--- src/rtl/mem_port_master.sv ---
// Requester-side sequencer for the single-port data memory: turns byte/16-bit
// read and 16-bit write requests into the memory's paired-byte write / registered read protocol.
module mem_port_master #(
    parameter int unsigned DATA_WIDTH = 8,
    parameter int unsigned ADDR_WIDTH = 8
) (
    input  logic                    clk,
    input  logic                    reset,
    input  logic                    req_valid,
    output logic                    req_ready,
    input  logic                    req_we,
    input  logic                    req_wide,
    input  logic [ADDR_WIDTH-1:0]   req_addr,
    input  logic [2*DATA_WIDTH-1:0] req_wdata,
    output logic                    rsp_valid,
    output logic [2*DATA_WIDTH-1:0] rsp_data,
    output logic                    mem_we,
    output logic [2*DATA_WIDTH-1:0] mem_w_data,
    output logic [ADDR_WIDTH-1:0]   mem_w_addr,
    output logic [ADDR_WIDTH-1:0]   mem_r_addr,
    input  logic [DATA_WIDTH-1:0]   mem_r_data
);

    localparam int unsigned WORD_WIDTH = 2 * DATA_WIDTH;

    typedef enum logic [2:0] {
        ST_IDLE,
        ST_WRITE,
        ST_RD_ADDR,
        ST_RD_ADDR2,
        ST_RD_CAP,
        ST_RESP
    } state_e;

    state_e                  state_q;
    logic                    wide_q;
    logic                    rsp_valid_q;
    logic [WORD_WIDTH-1:0]   rsp_data_q;
    logic [WORD_WIDTH-1:0]   mem_w_data_q;
    logic [ADDR_WIDTH-1:0]   mem_w_addr_q;
    logic [ADDR_WIDTH-1:0]   mem_r_addr_q;
    logic                    accept_c;

    // Ready is held low during reset so a request can never be taken then.
    assign req_ready = (state_q == ST_IDLE) && !reset;
    assign accept_c  = req_valid && req_ready;

    // Write strobe is gated by reset so a WRITE cycle interrupted by reset never reaches memory.
    assign mem_we     = (state_q == ST_WRITE) && !reset;
    assign rsp_valid  = rsp_valid_q;
    assign rsp_data   = rsp_data_q;
    assign mem_w_data = mem_w_data_q;
    assign mem_w_addr = mem_w_addr_q;
    assign mem_r_addr = mem_r_addr_q;

    // Sequencer; the memory address registers load at accept so no req_* path reaches mem_*.
    always_ff @(posedge clk) begin
        if (reset) begin
            state_q      <= ST_IDLE;
            wide_q       <= 1'b0;
            rsp_valid_q  <= 1'b0;
            rsp_data_q   <= '0;
            mem_w_data_q <= '0;
            mem_w_addr_q <= '0;
            mem_r_addr_q <= '0;
        end else begin
            rsp_valid_q <= 1'b0;
            case (state_q)
                ST_IDLE: begin
                    if (accept_c) begin
                        if (req_we) begin
                            mem_w_addr_q <= req_addr;
                            mem_w_data_q <= req_wdata;
                            state_q      <= ST_WRITE;
                        end else begin
                            mem_r_addr_q <= req_addr;
                            wide_q       <= req_wide;
                            state_q      <= ST_RD_ADDR;
                        end
                    end
                end
                ST_WRITE: begin
                    state_q <= ST_IDLE;
                end
                ST_RD_ADDR: begin
                    if (wide_q) begin
                        mem_r_addr_q <= mem_r_addr_q + ADDR_WIDTH'(1);
                        state_q      <= ST_RD_ADDR2;
                    end else begin
                        state_q <= ST_RD_CAP;
                    end
                end
                ST_RD_ADDR2: begin
                    rsp_data_q[DATA_WIDTH-1:0] <= mem_r_data;
                    state_q                    <= ST_RD_CAP;
                end
                ST_RD_CAP: begin
                    if (wide_q) begin
                        rsp_data_q[WORD_WIDTH-1:DATA_WIDTH] <= mem_r_data;
                    end else begin
                        rsp_data_q <= {{DATA_WIDTH{1'b0}}, mem_r_data};
                    end
                    rsp_valid_q <= 1'b1;
                    state_q     <= ST_RESP;
                end
                ST_RESP: begin
                    state_q <= ST_IDLE;
                end
                default: begin
                    state_q <= ST_IDLE;
                end
            endcase
        end
    end

endmodule
--- config.mk ---
export PLATFORM = sky130hd
export DESIGN_NAME = mem_port_master
export DESIGN_NICKNAME = d
export VERILOG_FILES = /design/src/rtl/mem_port_master.sv
export SDC_FILE = /design/constraint.sdc
export NUM_CORES = 1
export LEC_CHECK = 0
export ABC_CLOCK_PERIOD_IN_PS = 2600
export CORE_MARGIN = 2
export CORE_UTILIZATION = 45
export CTS_CLUSTER_SIZE = 25
export DETAILED_ROUTE_END_ITERATION = 8
export PLACE_DENSITY = 0.84
export SYNTH_ARGS = -nofsm -noshare
export SYNTH_HDL_FRONTEND = slang
export SYNTH_SLANG_ARGS = --single-unit
export TNS_END_PERCENT = 5
--- constraint.sdc ---
create_clock -name clk -period 2.6 [get_ports clk]
set_clock_uncertainty 0.15 [all_clocks]
set_input_delay 0.78 -clock clk [delete_from_list [all_inputs] [get_ports clk]]
set_output_delay 0.78 -clock clk [all_outputs]
set_load 0.02 [all_outputs]
After elaboration in Yosys (flattened, before gate mapping)

Index checks and enable logic that the tools add are counted.

Bits in latches: 0
RAM bits: 0
ROM bits: 0
Output and inout port bits: 51
Memories kept: 0
Logic and storage cells: 41
Register bits after elaboration: 53
Bits of input ports: 37

Equal/unequal tests: 8
Bitwise gates (word level): 1
Divide/modulo/power cells: 0
Shifts and indexed selects: 0
Muxes and demuxes: 12
Add/sub/neg operators: 1
Reductions and logical operators: 11
Magnitude comparators: 0
Multiply operators: 0

Operator list:

| operator                                                        | number |
|---|---|
| 8-bit two-way mux                                               | 5 |
| 8-bit case mux with 2 select lines                              | 2 |
| 3-bit case mux with 4 select lines                              | 1 |
| 8-bit by 1-bit adder with 8-bit output, second input constant   | 1 |
| 2-bit inequality test, second input constant                    | 4 |
| 3-bit by 2-bit == test with 1-bit output, second input constant | 2 |
| 3-bit two-way mux                                               | 2 |
| 3-bit AND reduction                                             | 2 |
| 4-bit AND reduction                                             | 1 |
| 2-bit nonzero test                                              | 2 |
| 3-bit by 1-bit == test with 1-bit output, second input constant | 1 |
| 3-bit == test, second input constant                            | 1 |
| 1-bit logical AND                                               | 3 |
| 3-bit zero test                                                 | 1 |
| 2-bit two-way mux                                               | 1 |
| 2-bit AND reduction                                             | 1 |
| 1-bit zero test                                                 | 1 |
| 1-bit two-way mux                                               | 1 |
| 1-bit NOT                                                       | 1 |

Depth between registers and ports, before layout

Depth in word-level cells: 5
Gate-level depth with buffers: 7
Mapped depth without buffers: 5

Worst setup path before layout

Ideal clock, no wire load.

Kind: input port to output port
Start: in reset
End: out mem_we
Setup slack: -0.036 ns
Stages: 2
Buffers on the path: 1
Data required time: 1.670 ns
Arrival: 1.706 ns
Cell sequence: clkbuf_1 > nor4b_1

Cells in the longest elaborated chain, start to end: 2

Ends and longest elaborated chain:

| element            | line | RTL |
|---|---|---|
| start: declaration | 8    | `input logic reset,` |
| 1-bit zero test    | 49   | `assign mem_we = (state_q == ST_WRITE) && !reset;` |
| 1-bit logical AND  | 49   |  |
| end: declaration   | 17   | `output logic mem_we,` |

Every way passes these cells.

Worst setup path in the final report

Ends and elaborated chain as after synthesis.

==> results.yml <==
run_status:
  status: "finished, final reports clean"
setup_path:
  reg2regPathDepth: 3
  crit_path_start_kind: "input port"
  worstPathRequired_ps: 1670
  crit_arrival_ps: 1480
  critPathKind: "in -> out"
  worst_setup_path_end_kind: "output pin"
  cp_max_fo: 3
yosys:
  syn_area_sq_um: 2100
  synth-compound-area-share_pct: 18.1
  synthTopCellsByCount: "nand2_1, dfxtp_1, a21oi_1"
  synth-main-ff-cell: "dfxtp_1"
  synthXorXnorAreaFrac_pct: 0
  async_reset_ff_share_pct: 0
  ys_seq_elements: 53
  synthesis.nets: 280
  synth-edff-count: 0
  synth_most_common_cell: "nand2_1"
  synth.distinct_cells: 36
  synth_area_leaders: "dfxtp_1, nand2_1, a21oi_1"
  syn_area_per_cell_sq_um: 8.70
  ys_warn_count: 0
  yosysSeqAreaShare_pct: 50.4
  synthCells: 242
  synth_top_area_cell: "dfxtp_1"
  muxShareOfSynthArea_pct: 4.28
  synth_fa_ha_area_share_pct: 0.595
  synth_top_family_by_area: "simple AND/OR/NAND/NOR gates"
  synth_top_area_share_pct: 50.4
  synth_simple_gate_area_share_pct: 23.1
floorplan:
  die_x_um: 72.4
  start_util_pct: 47.4
  dieArea_sq_um: 5240
  die_h_um: 72.4
  ios: 88
  rows: 24
  core_area_sq_um: 4440
detailed_routing:
  drtAntennaViolNets: 0
  first_iter_violations: 149
  drt_wl_total_um: 5380
  drc: 0
  avgViaCountPerCell: 5.34
  vias: 2029
  wl_per_cell_um: 14.2
  drt-pass1-iter-count: 6
global_route:
  grt_overflow: 0
  globalRouteTotalUtil_pct: 21.4
  grt_pass1_wl_um: 8840
  antenna_found_initial: 0
  grt_max_degree: 47
  grt_pass1_vias: 1890
sta:
  finalCritPeriodShare_pct: 92.7
  fmax_mhz: 415
  slew_viol_final: 0
  tightest_slew_ps: 604
  worst_slack_ps: 189
  rsz0062_at_grt: "no"
  hold_viol_final: 0
  period_minus_slack_ps: 2410
  holdWs_ps: 307
  relSlewSlack_pct: 59.6
  final-setup-viol-count: 0
clocking:
  holdBufCountCts: 0
  numCtsBuffers: 5
  root_buffer: "clkbuf_8"
  path_clk_slew_ps: 90
  htree_levels: 2
  clk_latency_ps: 300
  post_cts_buffers: 0
  cts_tree: "built"
  clockBufferDepth: 2
  clkSinkCount: 53
hold_path:
  hold_path_depth: 2
  hp-class: "reg -> reg"
placed_design:
  dpl_worst_slack_ps: -127
  dpl.hpwl_um: 3840
  numPortBuffers: 87
  place.gp.congestion: 0.858
power_and_ir_drop:
  ir_worst_vdd_uv: 369
  leakagePower_nw: 1.12
  total_power_mw: 1.63
  power.density_nw_per_um2: 520
layout:
  final_util_pct: 70.5
  drive_gt1_share_pct: 5.79
  final_nets: 365
  areaGrowthSynthToFinish_pct: 48.9
  diodes: 0
flow_run:
  drv_cap: 0
metrics by stage:
step                cell area, sq um  setup TNS (ps)  std cells
global route                    3130               0        380
floorplan                       2110               0        242
CTS                             3130               0        380
detailed placement              3030            -170        372
finish                          3130               0        380
global placement                3030           -73.6        372
state kept, by name, indices dropped and copies added, names as in the netlist:
signal      cells
state_q         3
wide_q          1
rsp_valid       1
mem_r_addr      8
mem_w_data     16
rsp_data       16
mem_w_addr      8
path summary, 6_finish.rpt:
check,slack [ps],to,from
max,190,mem_we,reset
min,310,mem_w_data[10],mem_w_data[10]
max reg2reg,610,mem_r_addr[7],state_q[1]
min reg2reg,310,mem_w_data[10],mem_w_data[10]
layout by cell type (no fill, tap or decap), types with 2 or more instances in the layout:
cell,synthesis,layout
nand2b_1,2,2
nor3b_2,2,2
a21oi_1,32,32
and2_1,5,5
o21ai_1,4,4
o21ai_0,5,5
nand3_1,6,6
a22o_1,8,8
inv_1,2,2
mux2i_1,9,9
dlygate4sd2_1,0,2
nor2_1,18,18
and3_1,3,3
a31oi_1,2,2
clkbuf_8,0,5
dfxtp_1,53,53
clkdlybuf4s50_1,0,84
a32o_1,2,2
nor3_1,4,4
nand2_1,56,56
buf_4,2,4
cells by family (layout without fill, tap and decap cells):
logic type               count (synthesis)  in the layout
buffers and inverters                   16            102
AND/OR/NAND/NOR                        104            104
multiplexers                             9              9
AO/OA/AOI/OAI                           59             59
adder cells (fa/ha/maj)                  1              1
flip-flops                              53             53
worst max-delay path: stages:
cell	delay [ps]
buf_2	130
nor4b_2	210
dlygate4sd2_1	360
routing by layer:
layer	up-vias	global-route usage (%)	part of all wire, %
met1	959	25.4	42
met4	0	6.79	1.6
li1	1010	-	-
met3	7	6.53	6.3
met5	-	0	0
met2	53	37.0	51
cell type report:
cell class	count	area, sq um
fill	355	1310
inverter	2	7.51
timing repair buffer	92	913
clock inverter	2	38.8
multi-input combinational	173	976
tap	52	65.1
sequential	53	1060
clock buffer	6	72.6
where the power goes:
| group | total (mW) | leakage (nW) | switching, mW | internal (mW) |
|---|---|---|---|---|
| clock | 0.549 | 0.0554 | 0.260 | 0.289 |
| combinational | 0.227 | 0.633 | 0.109 | 0.118 |
| sequential | 0.853 | 0.429 | 0.0187 | 0.834 |
repair_timing:
| action | in CTS | in global routing |
|---|---|---|
| endpoints found under the setup margin | 2 | 0 |
| resized for setup | 2 | 0 |
| hold endpoints to repair | 0 | 0 |
Power figures use the tool's default switching activity.
